==> src/rtl/spi_master_pkg.sv <==
// Shared SPI types and defaults: master/slave state enums and the default
// sysClk-per-half-period divide ratio.
package spi_master_pkg;

  localparam int unsigned CLK_DIV_DEFAULT = 4;

  typedef enum logic [2:0] {
    MSIdle,
    MSSetup,
    MSHigh,
    MSLow,
    MSNext,
    MSHold
  } MasterState;

  typedef enum logic [1:0] {
    SSIdle,
    SSShift,
    SSDone
  } SlaveState;

endpackage

==> src/rtl/spi_master_div.sv <==
// SPIClkDivider: emits a one-cycle tick every CLK_DIV sysClk cycles while
// enabled. restart (or disable) forces the count back to 0 so the first tick
// after a restart lands exactly CLK_DIV cycles later.
module SPIClkDivider
  import spi_master_pkg::*;
#(
  parameter int unsigned CLK_DIV = CLK_DIV_DEFAULT
) (
  input  logic sysClk,
  input  logic reset,
  input  logic enable,
  input  logic restart,
  output logic tick
);

  localparam int unsigned CW = $clog2(CLK_DIV);
  localparam logic [CW-1:0] LAST = CW'(CLK_DIV - 1);

  logic [CW-1:0] cnt_q, cnt_d;

  // Next count: wrap at LAST, hold at 0 when idle or restarted
  always_comb begin
    cnt_d = cnt_q;
    if (restart || !enable) cnt_d = '0;
    else if (cnt_q == LAST) cnt_d = '0;
    else cnt_d = cnt_q + CW'(1);
  end

  // Count register
  always_ff @(posedge sysClk) begin
    if (reset) cnt_q <= '0;
    else       cnt_q <= cnt_d;
  end

  assign tick = enable && (cnt_q == LAST);

endmodule

==> src/rtl/spi_master.sv <==
// spi_master: mode-0 SPI byte master with /CS framing. Bytes sent with
// last=0 keep /CS low and park in MSNext awaiting the next byte; last=1
// releases /CS one half-period after the final bit.
// Optional build macro SPI_MASTER_LOOPBACK_EN: receive shifter samples the
// internal mosi instead of the miso pin (miso port still present).
module spi_master
  import spi_master_pkg::*;
#(
  parameter int unsigned CLK_DIV = CLK_DIV_DEFAULT
) (
  input  logic       sysClk,
  input  logic       reset,
  input  logic       send,
  input  logic       last,
  input  logic [7:0] tx_byte,
  output logic       ready,
  output logic       busy,
  output logic [7:0] rx_byte,
  output logic       rx_valid,
  output logic       spiClk,
  output logic       cs,
  output logic       mosi,
  input  logic       miso
);

  MasterState state_q, state_d;
  logic [7:0] tx_q, tx_d;
  logic [7:0] rxsh_q, rxsh_d;
  logic [7:0] rx_byte_q, rx_byte_d;
  logic [2:0] bitCnt_q, bitCnt_d;
  logic       last_q, last_d;
  logic       spiClk_q, spiClk_d;
  logic       cs_q, cs_d;
  logic       mosi_q, mosi_d;
  logic       rx_valid_q, rx_valid_d;
  logic       tick, accept, rx_bit;

  assign ready  = (state_q == MSIdle) || (state_q == MSNext);
  assign busy   = (state_q != MSIdle);
  assign accept = ready && send;

`ifdef SPI_MASTER_LOOPBACK_EN
  logic unused_miso;
  assign unused_miso = miso;
  assign rx_bit      = mosi_q;
`else
  assign rx_bit      = miso;
`endif

  SPIClkDivider #(.CLK_DIV(CLK_DIV)) u_div (
    .sysClk (sysClk),
    .reset  (reset),
    .enable (busy),
    .restart(accept),
    .tick   (tick)
  );

  // Next-state and datapath: accepted send has priority over a pending tick
  always_comb begin
    state_d    = state_q;
    tx_d       = tx_q;
    rxsh_d     = rxsh_q;
    rx_byte_d  = rx_byte_q;
    bitCnt_d   = bitCnt_q;
    last_d     = last_q;
    spiClk_d   = spiClk_q;
    cs_d       = cs_q;
    mosi_d     = mosi_q;
    rx_valid_d = 1'b0;
    if (accept) begin
      cs_d     = 1'b0;
      mosi_d   = tx_byte[7];
      tx_d     = tx_byte;
      last_d   = last;
      bitCnt_d = 3'd7;
      spiClk_d = 1'b0;
      state_d  = MSSetup;
    end else if (tick) begin
      case (state_q)
        MSSetup, MSLow: begin
          spiClk_d = 1'b1;
          rxsh_d   = {rxsh_q[6:0], rx_bit};
          state_d  = MSHigh;
        end
        MSHigh: begin
          spiClk_d = 1'b0;
          if (bitCnt_q != 3'd0) begin
            bitCnt_d = bitCnt_q - 3'd1;
            mosi_d   = tx_q[bitCnt_q - 3'd1];
            state_d  = MSLow;
          end else begin
            rx_byte_d  = rxsh_q;
            rx_valid_d = 1'b1;
            state_d    = last_q ? MSHold : MSNext;
          end
        end
        MSHold: begin
          cs_d    = 1'b1;
          mosi_d  = 1'b0;
          state_d = MSIdle;
        end
        default: ;
      endcase
    end
  end

  // State and datapath registers
  always_ff @(posedge sysClk) begin
    if (reset) begin
      state_q    <= MSIdle;
      tx_q       <= 8'h00;
      rxsh_q     <= 8'h00;
      rx_byte_q  <= 8'h00;
      bitCnt_q   <= 3'd0;
      last_q     <= 1'b0;
      spiClk_q   <= 1'b0;
      cs_q       <= 1'b1;
      mosi_q     <= 1'b0;
      rx_valid_q <= 1'b0;
    end else begin
      state_q    <= state_d;
      tx_q       <= tx_d;
      rxsh_q     <= rxsh_d;
      rx_byte_q  <= rx_byte_d;
      bitCnt_q   <= bitCnt_d;
      last_q     <= last_d;
      spiClk_q   <= spiClk_d;
      cs_q       <= cs_d;
      mosi_q     <= mosi_d;
      rx_valid_q <= rx_valid_d;
    end
  end

  assign rx_byte  = rx_byte_q;
  assign rx_valid = rx_valid_q;
  assign spiClk   = spiClk_q;
  assign cs       = cs_q;
  assign mosi     = mosi_q;

endmodule

==> config.mk <==
export PLATFORM = sky130hd
export DESIGN_NAME = spi_master
export DESIGN_NICKNAME = d
export VERILOG_FILES = /design/src/rtl/spi_master_pkg.sv /design/src/rtl/spi_master_div.sv /design/src/rtl/spi_master.sv
export SDC_FILE = /design/constraint.sdc
export NUM_CORES = 1
export LEC_CHECK = 0
export ABC_AREA = 1
export BUFFER_PORTS_ARGS = -buffer_cell sky130_fd_sc_hd__buf_2
export CELL_PAD_IN_SITES_DETAIL_PLACEMENT = 1
export CELL_PAD_IN_SITES_GLOBAL_PLACEMENT = 2
export CORE_AREA = 2 2 71 73
export CTS_BUF_LIST = sky130_fd_sc_hd__clkbuf_2
export DETAILED_ROUTE_END_ITERATION = 10
export DIE_AREA = 0 0 73 75
export PLACE_DENSITY = 0.85
export SLEW_MARGIN = 10
export SYNTH_ARGS = -nofsm -noshare
export SYNTH_HDL_FRONTEND = slang
export SYNTH_SLANG_ARGS = --single-unit
==> constraint.sdc <==
create_clock -name sysClk -period 2.9 [get_ports sysClk]
set_input_delay 0.58 -clock sysClk [delete_from_list [all_inputs] [get_ports sysClk]]
set_output_delay 0.58 -clock sysClk [all_outputs]
set_load 0.02 [all_outputs]
## Yosys cells after proc, flatten, opt, wreduce, memory -nomap -nowiden

Cells that the tools add are included.

| word-level totals | value |
|---|---|
| register bits | 37 |
| latch bits | 0 |
| memory bits (writable) | 0 |
| ROM bits | 0 |
| bits of input ports | 13 |
| output and inout port bits | 14 |
| logic and storage cells | 74 |
| memories | 0 |

| cells by class | value |
|---|---|
| add/sub/neg operators | 2 |
| multiply operators | 0 |
| divide/modulo/power cells | 0 |
| magnitude comparators | 1 |
| equal/unequal tests | 7 |
| shift operators | 0 |
| mux-type cells | 20 |
| bitwise gates (word level) | 4 |
| reduce and logical (&&, ||, !) cells | 28 |

Operators by type and width:

| operator | number |
|---|---|
| 3-bit 2-to-1 mux | 5 |
| 3-bit nonzero test | 4 |
| 1-bit 2-to-1 mux | 11 |
| 2-bit nonzero test | 5 |
| 3-bit one-hot mux with 3 select lines | 1 |
| 3-bit AND reduction | 3 |
| 2-bit AND reduction | 4 |
| 3-bit by 2-bit == test with 1-bit output (second input constant) | 2 |
| 3-bit == test (second input constant) | 2 |
| 3-bit by 4-bit < comparator with 1-bit output (second input constant) | 1 |
| 1-bit inverter | 4 |
| 1-bit one-hot mux with 2 select lines | 2 |
| 4-bit AND reduction | 1 |
| 4-bit nonzero test | 1 |
| 2-bit OR reduction | 2 |
| 4-bit OR reduction | 1 |
| 1-bit binary-select mux with 3-bit select | 1 |
| 3-bit by 1-bit == test with 1-bit output (second input constant) | 1 |
| 3-bit zero test | 1 |
| 3-bit by 2-bit != test with 1-bit output (second input constant) | 1 |
| 3-bit OR reduction | 1 |
| 3-bit by 1-bit subtractor with 3-bit output (second input constant) | 1 |
| 2-bit by 1-bit adder with 2-bit output (second input constant) | 1 |
| 2-bit == test (second input constant) | 1 |
| other kinds (3) | 5 |

## Longest topological paths before layout

Gate-level depths: netlist (run 1).

| depth | value |
|---|---|
| depth in word-level cells | 7 |
| depth in mapped cells | 10 |
| gate-level depth less buffers | 10 |

## Modules after synthesis

A second synthesis (run 1) with hierarchy kept.

| second synthesis, totals | value |
|---|---|
| cell total of the unflattened synthesis | 214 |
| area, all modules | 1546.5 sq um |

Modules (own cells, without submodules):

| module | instances | cells each | area each (sq um) | seq. area each (sq um) |
|---|---|---|---|---|
| spi_master | 1 | 202 | 1460.2 | 700.7 |
| SPIClkDivider | 1 | 12 | 86.3 | 40.0 |

## Least setup slack after synthesis (run 1)

Ideal clock, no wire load.

| timing path | value |
|---|---|
| path kind | reg2reg |
| start | register bitCnt_q[0] |
| end | register rx_byte_q[2], in the netlist rx_byte[2] |
| library setup time | 116 ps |
| arrival | 1359 ps |
| data required time | 2784 ps |
| slack | 1425 ps |
| cell stages (with the launch flop) | 10 |
| buffers on the path | 0 |
| clock period less this slack | 1475 ps |
| path through | dfxtp_1 inv_1 ha_1 inv_1 nor2_1 nand3_2 nor2_4 inv_2 nor2_1 nor2_1 |

| between the ends | value |
|---|---|
| longest elaborated chain between the ends | 3 |

RTL lines:

| element | RTL line | source |
|---|---|---|
| start: declaration | spi_master.sv:30 | `logic [2:0] bitCnt_q, bitCnt_d;` |
| start signal: assignment | spi_master.sv:125 | `bitCnt_q <= bitCnt_d;` |
| 3-bit nonzero test | spi_master.sv:87 | `if (bitCnt_q != 3'd0) begin` |
| 1-bit inverter (no line) | n/a |  |
| 4-bit AND reduction (no line) | n/a |  |
| end signal: assignment | spi_master.sv:124 | `rx_byte_q <= rx_byte_d;` |
| end: declaration | spi_master.sv:29 | `logic [7:0] rx_byte_q, rx_byte_d;` |

No other way between the ends.
A chain may end at the register's enable or synchronous reset.

## Worst setup path after layout (run 1)

| timing path | value |
|---|---|
| start | register state_q[2] |
| end | output port busy |

| between the ends | value |
|---|---|
| longest elaborated chain between the ends | 1 |

RTL lines:

| element | RTL line | source |
|---|---|---|
| start: declaration | spi_master.sv:26 | `MasterState state_q, state_d;` |
| start signal: assignment | spi_master.sv:110 | `state_q <= MSIdle;` |
| start signal: assignment | spi_master.sv:121 | `state_q <= state_d;` |
| 3-bit nonzero test | spi_master.sv:39 | `assign busy = (state_q != MSIdle);` |
| end: declaration | spi_master.sv:17 | `output logic busy,` |

No other way between the ends.

==> key figures, run 1 <==
Outcome
  • Status: completed

Detailed routing
  • DR iter-0 viols: 38
  • Via density: 4.78
  • WL final: 3670 um
  • Routed length per instance: 12.6 um
  • Drt drc: 0
  • Vias: 1397
  • ANT nets after route: 0
  • TritonRoute pass-1 iters: 4

Cells and area
  • Most common cell after layout, fill and taps aside: nor2_1
  • ANT cells: 0
  • Design Area, Final: 0.00176 mm2
  • Most frequent cells in the layout: nor2_1 (52), dfxtp_1 (37), nand2_1 (29)
  • Area grow syn2layout: 14.5%
  • Final cell count without fillers: 292
  • Share of layout cells above drive strength 1: 21.4%
  • Layout fillers: 586
  • Layout Nets: 253
  • Core Util, Final: 37.8%

Timing
  • Worst-Margin Slew: 0.708 ns
  • Minimum clock period: 2.04 ns
  • Setup TNS Final: 0 ns
  • Slew Limit Fails: 0
  • Layout Skew: 0.0201 ns
  • Max Fclk: 0.489 GHz
  • Final number of setup-violating endpoints: 0
  • RSZ-0062 raised after global routing: false
  • Worst setup margin: 0.856 ns
  • Period utilization: 70.5%
  • Final hold vios: 0
  • Max-slew headroom at the worst pin: 52.8%

Place
  • Count of input and output buffers: 26
  • Placed inst area: 0.00172 mm2
  • Placed wire-length estimate: 2660 um
  • Placed cells: 284
  • Placer Congestion: 0.763
  • Place WS: 1.05 ns

Clocking
  • Hold Buf Count CTS: 0
  • CTS Buf Count: 5
  • Cts repair resizes: 0
  • Maximum root-to-sink buffer count: 2
  • CTS tree: built
  • TritonCTS Sinks: 37
  • Reg clk slew, reported paths: 0.20 ns
  • Post-CTS setup buffer count: 0
  • Htree depth: 2
  • Clk root buf: clkbuf_2
  • Worst-skew pair later-pin latency: 0.40 ns

Power
  • Pwr dens: 509 mW/mm2
  • Max IR drop VDD: 0.207 mV
  • Lkg Pwr: 0.863 nW

Setup path
  • Sum of buffers and inverters on the critical path: 2
  • Worst setup EP type: primary output
  • Kind of critical path: flop to primary output
  • Worst Path Required: 2.32 ns
  • Crit path max fanout: 6
  • Worst setup SP type: flop
  • Family with the most delay on the worst path: flip-flops
  • CP max stage delay: 0.45 ns
  • CP max-delay cell: dfxtp_1
  • CP arrival: 1.46 ns
  • Worst path cell trace: nor3_1 -> inv_1 -> buf_2

Yosys
  • Syn. warnings: 0
  • Syn Inst Count: 208
  • Post-synthesis sequential area ratio: 48.1%
  • Average size of a mapped cell: 7.40 um2
  • #FFs+latches synth: 37
  • Synth top area share: 48.1%
  • Yosys cell types: 22
  • Largest area contributor in the netlist: dfxtp_1
  • Area contributors post-synth: dfxtp_1 (48%), nor2_1 (13%), o21ai_0 (8.1%), nand2_1 (7.1%), nand3_1 (3.2%)
  • Synthesized area: 0.00154 mm2
  • Syn_nets: 224

Die
  • Row cnt: 25
  • DIE AREA: 0.00548 mm2
  • Initial Util: 33.0%
  • Die Width: 73 um
  • Num ports: 27
  • Core Area: 0.00466 mm2
  • Die Span Y: 75 um

GRT
  • Global-route wire length before repair: 6380 um
  • Grt total ovfl: 0
  • GRT Total Usage: 15.4%
  • Initial antenna violation count: 0
  • Vias in the first global route: 1430
  • Largest net degree at the start of global routing: 28

Run
  • Max Cap Viol: 0

Worst hold path
  • Min-Delay Path Class: input pin to flop
## metrics by stage
stage / hold WS (ns) / power (mW)
2_1_floorplan: 0.398 / 0.632
3_3_place_gp: 0.414 / 0.666
3_5_place_dp: 0.428 / 0.667
4_1_cts: 0.349 / 0.915
5_1_grt: 0.363 / 0.959
6_report: 0.382 / 0.897
## worst min-delay path, stage by stage
cell	delay (ns)
buf_2	0.07
nor2_1	0.03
nor2_1	0.08
## kinds of logic after synthesis
family / share of synthesized area [%]
buffers and inverters: 5.93
adders and majority gates: 2.44
AOI/OAI and AO/OA: 13.6
xor gates and xnor gates: 0.569
DFF: 48.1
and+or+nand+nor: 29.3
## final timing paths
kind                   from        endpoint  slack (ns)  cells after the start
min reg2reg  u_div.cnt_q[0]  u_div.cnt_q[0]        0.44                      1
max reg2reg     bitCnt_q[0]      rx_byte[4]        1.02                      9
min                    miso       rxsh_q[0]        0.38                      3
max              state_q[2]            busy        0.86                      3
## where the power goes
| group | switching [mW] | internal (mW) |
|---|---|---|
| clock network | 0.181 | 0.0624 |
| registers | 0.0128 | 0.528 |
| logic | 0.0721 | 0.0409 |
## registers in the layout (all words and copies together) (netlist names)
name	count
spiClk	1
rx_byte	8
bitCnt_q	3
rxsh_q	8
rx_valid	1
cs	1
mosi	1
last_q	1
state_q	3
tx_q	8
u_div.cnt_q	2
## metal layers
layer	up-vias	part of all wire [%]	global-route usage (%)
met3	6	3.1	4.55
li1	725	-	-
met1	649	49	19.0
met2	17	46	25.4
met5	-	0	0
met4	0	1.7	6.17
## cell type report
cell class                 instances  area [um2]  area share (%)
sequential                        37         741            42.0
timing repair buffer              26         130            7.38
inverter                          19        71.3            4.05
clock buffer                       6        30.0            1.70
clock inverter                     2        15.0           0.852
tap                               54        67.6            3.83
multi-input combinational        148         708            40.2
## Yosys cell counts
library cell  number
a31oi_1            2
buf_4              1
o211ai_1           1
nand2_1           29
inv_1             13
dfxtp_1           37
clkbuf_1           2
nor2_1            52
nor2_2             4
o21ai_1            7
nor2_4             2
xor2_1             1
a21oi_1            6
buf_2              1
inv_2              6
o21ai_0           25
nand2_2            3
nand3_2            1
nor3_4             1
ha_1               3
nor3_1             1
nand3_1           10
No activity file was read; power rests on OpenSTA's default activity.
==> run 2: changes to the inputs <==
--- a/config.mk
+++ b/config.mk
@@ -9,11 +9,11 @@
 export BUFFER_PORTS_ARGS = -buffer_cell sky130_fd_sc_hd__buf_2
 export CELL_PAD_IN_SITES_DETAIL_PLACEMENT = 1
 export CELL_PAD_IN_SITES_GLOBAL_PLACEMENT = 2
-export CORE_AREA = 2 2 71 73
+export CORE_AREA = 2 2 73 75
 export CTS_BUF_LIST = sky130_fd_sc_hd__clkbuf_2
 export DETAILED_ROUTE_END_ITERATION = 10
-export DIE_AREA = 0 0 73 75
-export PLACE_DENSITY = 0.85
+export DIE_AREA = 0 0 75 77
+export PLACE_DENSITY = 0.81
 export SLEW_MARGIN = 10
 export SYNTH_ARGS = -nofsm -noshare
 export SYNTH_HDL_FRONTEND = slang
==> constraint.sdc (replaced) <==
create_clock -name sysClk -period 2.1 [get_ports sysClk]
set_input_delay 0.42 -clock sysClk [delete_from_list [all_inputs] [get_ports sysClk]]
set_output_delay 0.42 -clock sysClk [all_outputs]
set_load 0.02 [all_outputs]
==> key figures, run 2 (synthesized netlist as in run 1, its figures left out) <==
Detailed routing
  • Via density: 4.56
  • Vias: 1413
  • TritonRoute pass-1 iters: 4
  • ANT nets after route: 0
  • DR iter-0 viols: 36
  • Routed length per instance: 11.6 um
  • WL final: 3600 um
  • Drt drc: 0

Cells and area
  • Layout Nets: 255
  • Area grow syn2layout: 17.3%
  • Final cell count without fillers: 310
  • ANT cells: 0
  • Most frequent cells in the layout: nor2_1 (52), dfxtp_1 (37), nand2_1 (29)
  • Most common cell after layout, fill and taps aside: nor2_1
  • Layout fillers: 638
  • Share of layout cells above drive strength 1: 21.3%
  • Core Util, Final: 36.3%

Power
  • Pwr Total: 1.23 mW
  • Pwr dens: 681 mW/mm2
  • Max IR drop VDD: 0.272 mV
  • Lkg Pwr: 0.880 nW

Setup path
  • Worst path cell trace: nor3_1 -> inv_1 -> buf_2
  • CP max stage delay: 0.44 ns
  • Worst setup EP type: primary output
  • Crit path max fanout: 6
  • Worst Path Required: 1.68 ns
  • Kind of critical path: flop to primary output
  • Worst setup SP type: flop
  • CP max-delay cell: dfxtp_1
  • Family with the most delay on the worst path: flip-flops
  • Sum of buffers and inverters on the critical path: 2
  • CP arrival: 1.43 ns

Die
  • Core Area: 0.00498 mm2
  • DIE AREA: 0.00578 mm2
  • Initial Util: 30.9%
  • Die Width: 75 um
  • Row cnt: 26
  • Num ports: 27
  • Die Span Y: 77 um

Place
  • Placed cells: 302
  • Placed wire-length estimate: 2720 um
  • Placer Congestion: 0.721
  • Count of input and output buffers: 26

GRT
  • Grt total ovfl: 0
  • Largest net degree at the start of global routing: 19
  • GRT Total Usage: 13.9%
  • Global-route wire length before repair: 6160 um
  • Vias in the first global route: 1393
  • Initial antenna violation count: 0

Timing
  • Setup TNS Final: 0 ns
  • Final hold vios: 0
  • Period utilization: 88.3%
  • RSZ-0062 raised after global routing: false
  • WHS: 0.234 ns
  • Final number of setup-violating endpoints: 0
  • Max Fclk: 0.539 GHz
  • Slew Limit Fails: 0
  • Layout Skew: 0.0196 ns
  • Max-slew headroom at the worst pin: 73.0%
  • Minimum clock period: 1.85 ns
  • Worst-Margin Slew: 0.404 ns

Outcome
  • Status: completed

Clocking
  • CTS tree: built
  • Hold Buf Count CTS: 0
  • TritonCTS Sinks: 37
  • Reg clk slew, reported paths: 0.19 ns
  • Htree depth: 2
  • Worst-skew pair later-pin latency: 0.40 ns
  • CTS Buf Count: 5
  • Post-CTS setup buffer count: 0
  • Cts repair resizes: 0
  • Clk root buf: clkbuf_2
  • Maximum root-to-sink buffer count: 2

Run
  • Max Cap Viol: 0

Worst hold path
  • Min-Delay Path Class: input pin to flop
-- run 2: cell types whose count changed in the layout (fill, tap and decap cells not counted), sizes merged --
cell      previous run  this run
buf                 26        28
clkinvlp             2         0
clkbuf               6         5
inv                 19        20
clkinv               0         2
-- run 2: metal layers --
metal,vias to the layer above,part of all wire [%],GRT usage [%]
met4,0,1.8,6.96
met5,-,0,0
met2,20,47,22.2
li1,729,-,-
met3,5,2.9,3.29
met1,659,49,17.2
-- run 2: final cells by class --
type	instances	area (um2)	area share [%]
repair buffers	28	158	8.73
multi-input cells	148	708	39.2
well taps	70	87.6	4.85
clock buffers	5	25.0	1.39
flip-flops and latches	37	741	41.0
clock inverters	3	16.3	0.900
inverters	19	71.3	3.95
-- run 2: where the power goes --
group          total, mW  switching [mW]  internal, mW
logic              0.161          0.0993        0.0621
clock network      0.322           0.243        0.0790
registers          0.746          0.0169         0.729
total               1.23           0.359         0.870
-- run 2: through the flow --
step	instance area, um2	worst slack, ns
3_5_place_dp	1770	0.338
6_report	1810	0.246
4_1_cts	1810	0.227
2_1_floorplan	1540	0.625
5_1_grt	1810	0.0551
3_3_place_gp	1770	0.417
-- run 2: worst min-delay path: cells and delay by family --
kind / cells / cell delay (ns)
buffers and inverters: 1 / 0.08
AND/OR/NAND/NOR: 2 / 0.11
-- run 2: final timing paths --
path | start | end | slack, ns | cells after the start
max | state_q[2] | busy | 0.25 | 3
min | miso | rxsh_q[0] | 0.23 | 3
max reg2reg | bitCnt_q[0] | rx_byte[0] | 0.35 | 9
min reg2reg | u_div.cnt_q[0] | u_div.cnt_q[0] | 0.44 | 1
==> run 3: changes to the inputs <==
--- a/config.mk
+++ b/config.mk
@@ -9,11 +9,11 @@
 export BUFFER_PORTS_ARGS = -buffer_cell sky130_fd_sc_hd__buf_2
 export CELL_PAD_IN_SITES_DETAIL_PLACEMENT = 1
 export CELL_PAD_IN_SITES_GLOBAL_PLACEMENT = 2
-export CORE_AREA = 2 2 73 75
+export CORE_AREA = 2 2 82 84
 export CTS_BUF_LIST = sky130_fd_sc_hd__clkbuf_2
 export DETAILED_ROUTE_END_ITERATION = 10
-export DIE_AREA = 0 0 75 77
-export PLACE_DENSITY = 0.81
+export DIE_AREA = 0 0 84 86
+export PLACE_DENSITY = 0.67
 export SLEW_MARGIN = 10
 export SYNTH_ARGS = -nofsm -noshare
 export SYNTH_HDL_FRONTEND = slang
==> key figures, run 3 (synthesized netlist as in run 1, its figures left out) <==
Detailed routing
  • Via density: 4.48
  • WL final: 3930 um
  • Vias: 1425
  • DR iter-0 viols: 64
  • Routed length per instance: 12.4 um
  • Drt drc: 0
  • ANT nets after route: 0
  • TritonRoute pass-1 iters: 4

Cells and area
  • Share of layout cells above drive strength 1: 22.4%
  • Most frequent cells in the layout: nor2_1 (52), dfxtp_1 (37), nand2_1 (29)
  • Most common cell after layout, fill and taps aside: nor2_1
  • Core Util, Final: 29.3%
  • Storage element area: 741 um2
  • ANT cells: 0
  • Area of the multi-input gates: 708 um2
  • Layout Nets: 256
  • Design Area, Final: 0.00184 mm2
  • Area grow syn2layout: 19.3%
  • Layout fillers: 770
  • Final cell count without fillers: 318

Power
  • Sequential Power Share: 54.6%
  • Sw power: 0.368 mW
  • Lkg Pwr: 0.895 nW
  • Pwr dens: 744 mW/mm2
  • Switching share of total power: 26.9%
  • Combinational share of power: 11.8%
  • Clk pwr share: 33.6%
  • Max IR drop VDD: 0.276 mV
  • Internal Dissipation: 1.00 mW
  • Pwr Total: 1.37 mW

Timing
  • Max Fclk: 0.534 GHz
  • Final hold vios: 0
  • Max-slew headroom at the worst pin: 71.7%
  • Worst setup margin: 0.228 ns
  • Period utilization: 89.2%
  • Minimum clock period: 1.87 ns
  • Layout Skew: 0.0218 ns
  • WHS: 0.235 ns
  • Slew Limit Fails: 0
  • RSZ-0062 raised after global routing: false
  • Setup TNS Final: 0 ns
  • Final number of setup-violating endpoints: 0
  • Worst-Margin Slew: 0.423 ns

Setup path
  • Worst setup EP type: primary output
  • Reg2reg start: bitCnt_q[0]
  • Worst setup SP type: flop
  • CP max stage delay: 0.44 ns
  • Worst Path Required: 1.68 ns
  • Worst Setup SP: state_q[2]
  • Worst path cell trace: nor3_1 -> inv_1 -> buf_2
  • CP arrival: 1.45 ns
  • Crit path max fanout: 6
  • CP max-delay cell: dfxtp_1
  • Kind of critical path: flop to primary output

Clocking
  • Post-CTS setup buffer count: 0
  • CTS Buf Count: 5
  • Clk root buf: clkbuf_2
  • Reg clk slew, reported paths: 0.21 ns
  • Maximum root-to-sink buffer count: 2
  • Worst-skew pair later-pin latency: 0.39 ns
  • Hold Buf Count CTS: 0
  • Htree depth: 2
  • Cts repair resizes: 0
  • CTS tree: built
  • TritonCTS Sinks: 37

Place
  • Placed inst area: 0.00177 mm2
  • Placer Congestion: 0.751
  • Placed cells: 310
  • Count of input and output buffers: 26
  • Placed wire-length estimate: 2950 um
  • Place WS: 0.337 ns

Die
  • Die Width: 84 um
  • Num ports: 27
  • DIE AREA: 0.00722 mm2
  • Core Area: 0.00628 mm2
  • Initial Util: 24.5%
  • Die Span Y: 86 um
  • Row cnt: 29

Run
  • Max Cap Viol: 0

Outcome
  • Status: completed

GRT
  • GRT Total Usage: 12.3%
  • Vias in the first global route: 1550
  • Initial antenna violation count: 0
  • Global-route wire length before repair: 7110 um
  • Largest net degree at the start of global routing: 17
  • Grt total ovfl: 0

Worst hold path
  • Hold path start: miso
  • Min-Delay Path Class: input pin to flop
[run 3: worst paths after layout]
kind | endpoint | slack, ns | cells after the start
setup / recovery | busy | 0.23 | 3
hold / removal | rxsh_q[0] | 0.24 | 3
hold reg to reg | u_div.cnt_q[0] | 0.44 | 1
setup reg to reg | rx_byte[5] | 0.38 | 9
[run 3: critical path, delay by kind of cell, from the launching register on]
| kind | cells | cell delay [ns] |
|---|---|---|
| flip-flops | 1 | 0.44 |
| AND/OR/NAND/NOR | 1 | 0.36 |
| buffers and inverters | 2 | 0.27 |
[run 3: power groups by stage]
stage	registers [mW]	logic (mW)	clock network [mW]
finish	0.747	0.161	0.459
global route	0.752	0.189	0.523
CTS	0.748	0.167	0.483
detailed placement	0.762	0.166	0
global placement	0.762	0.164	0
floorplan	0.762	0.111	0
[run 3: area by class of cell]
| cell class | instances | area share (%) |
|---|---|---|
| flip-flops and latches | 37 | 40.3 |
| multi-input cells | 148 | 38.5 |
| repair buffers | 29 | 8.30 |
| well taps | 77 | 5.24 |
| inverters | 19 | 3.88 |
| clock inverters | 2 | 2.11 |
| clock buffers | 6 | 1.63 |
[run 3: metal layers]
metal	wire, um	share of wire, %	vias to the layer above	global-route usage [%]
li1	-	-	729	-
met1	1820	46	671	15.0
met2	1920	49	20	21.2
met3	143	3.6	5	3.27
met4	46	1.2	0	3.96
met5	0	0	-	0
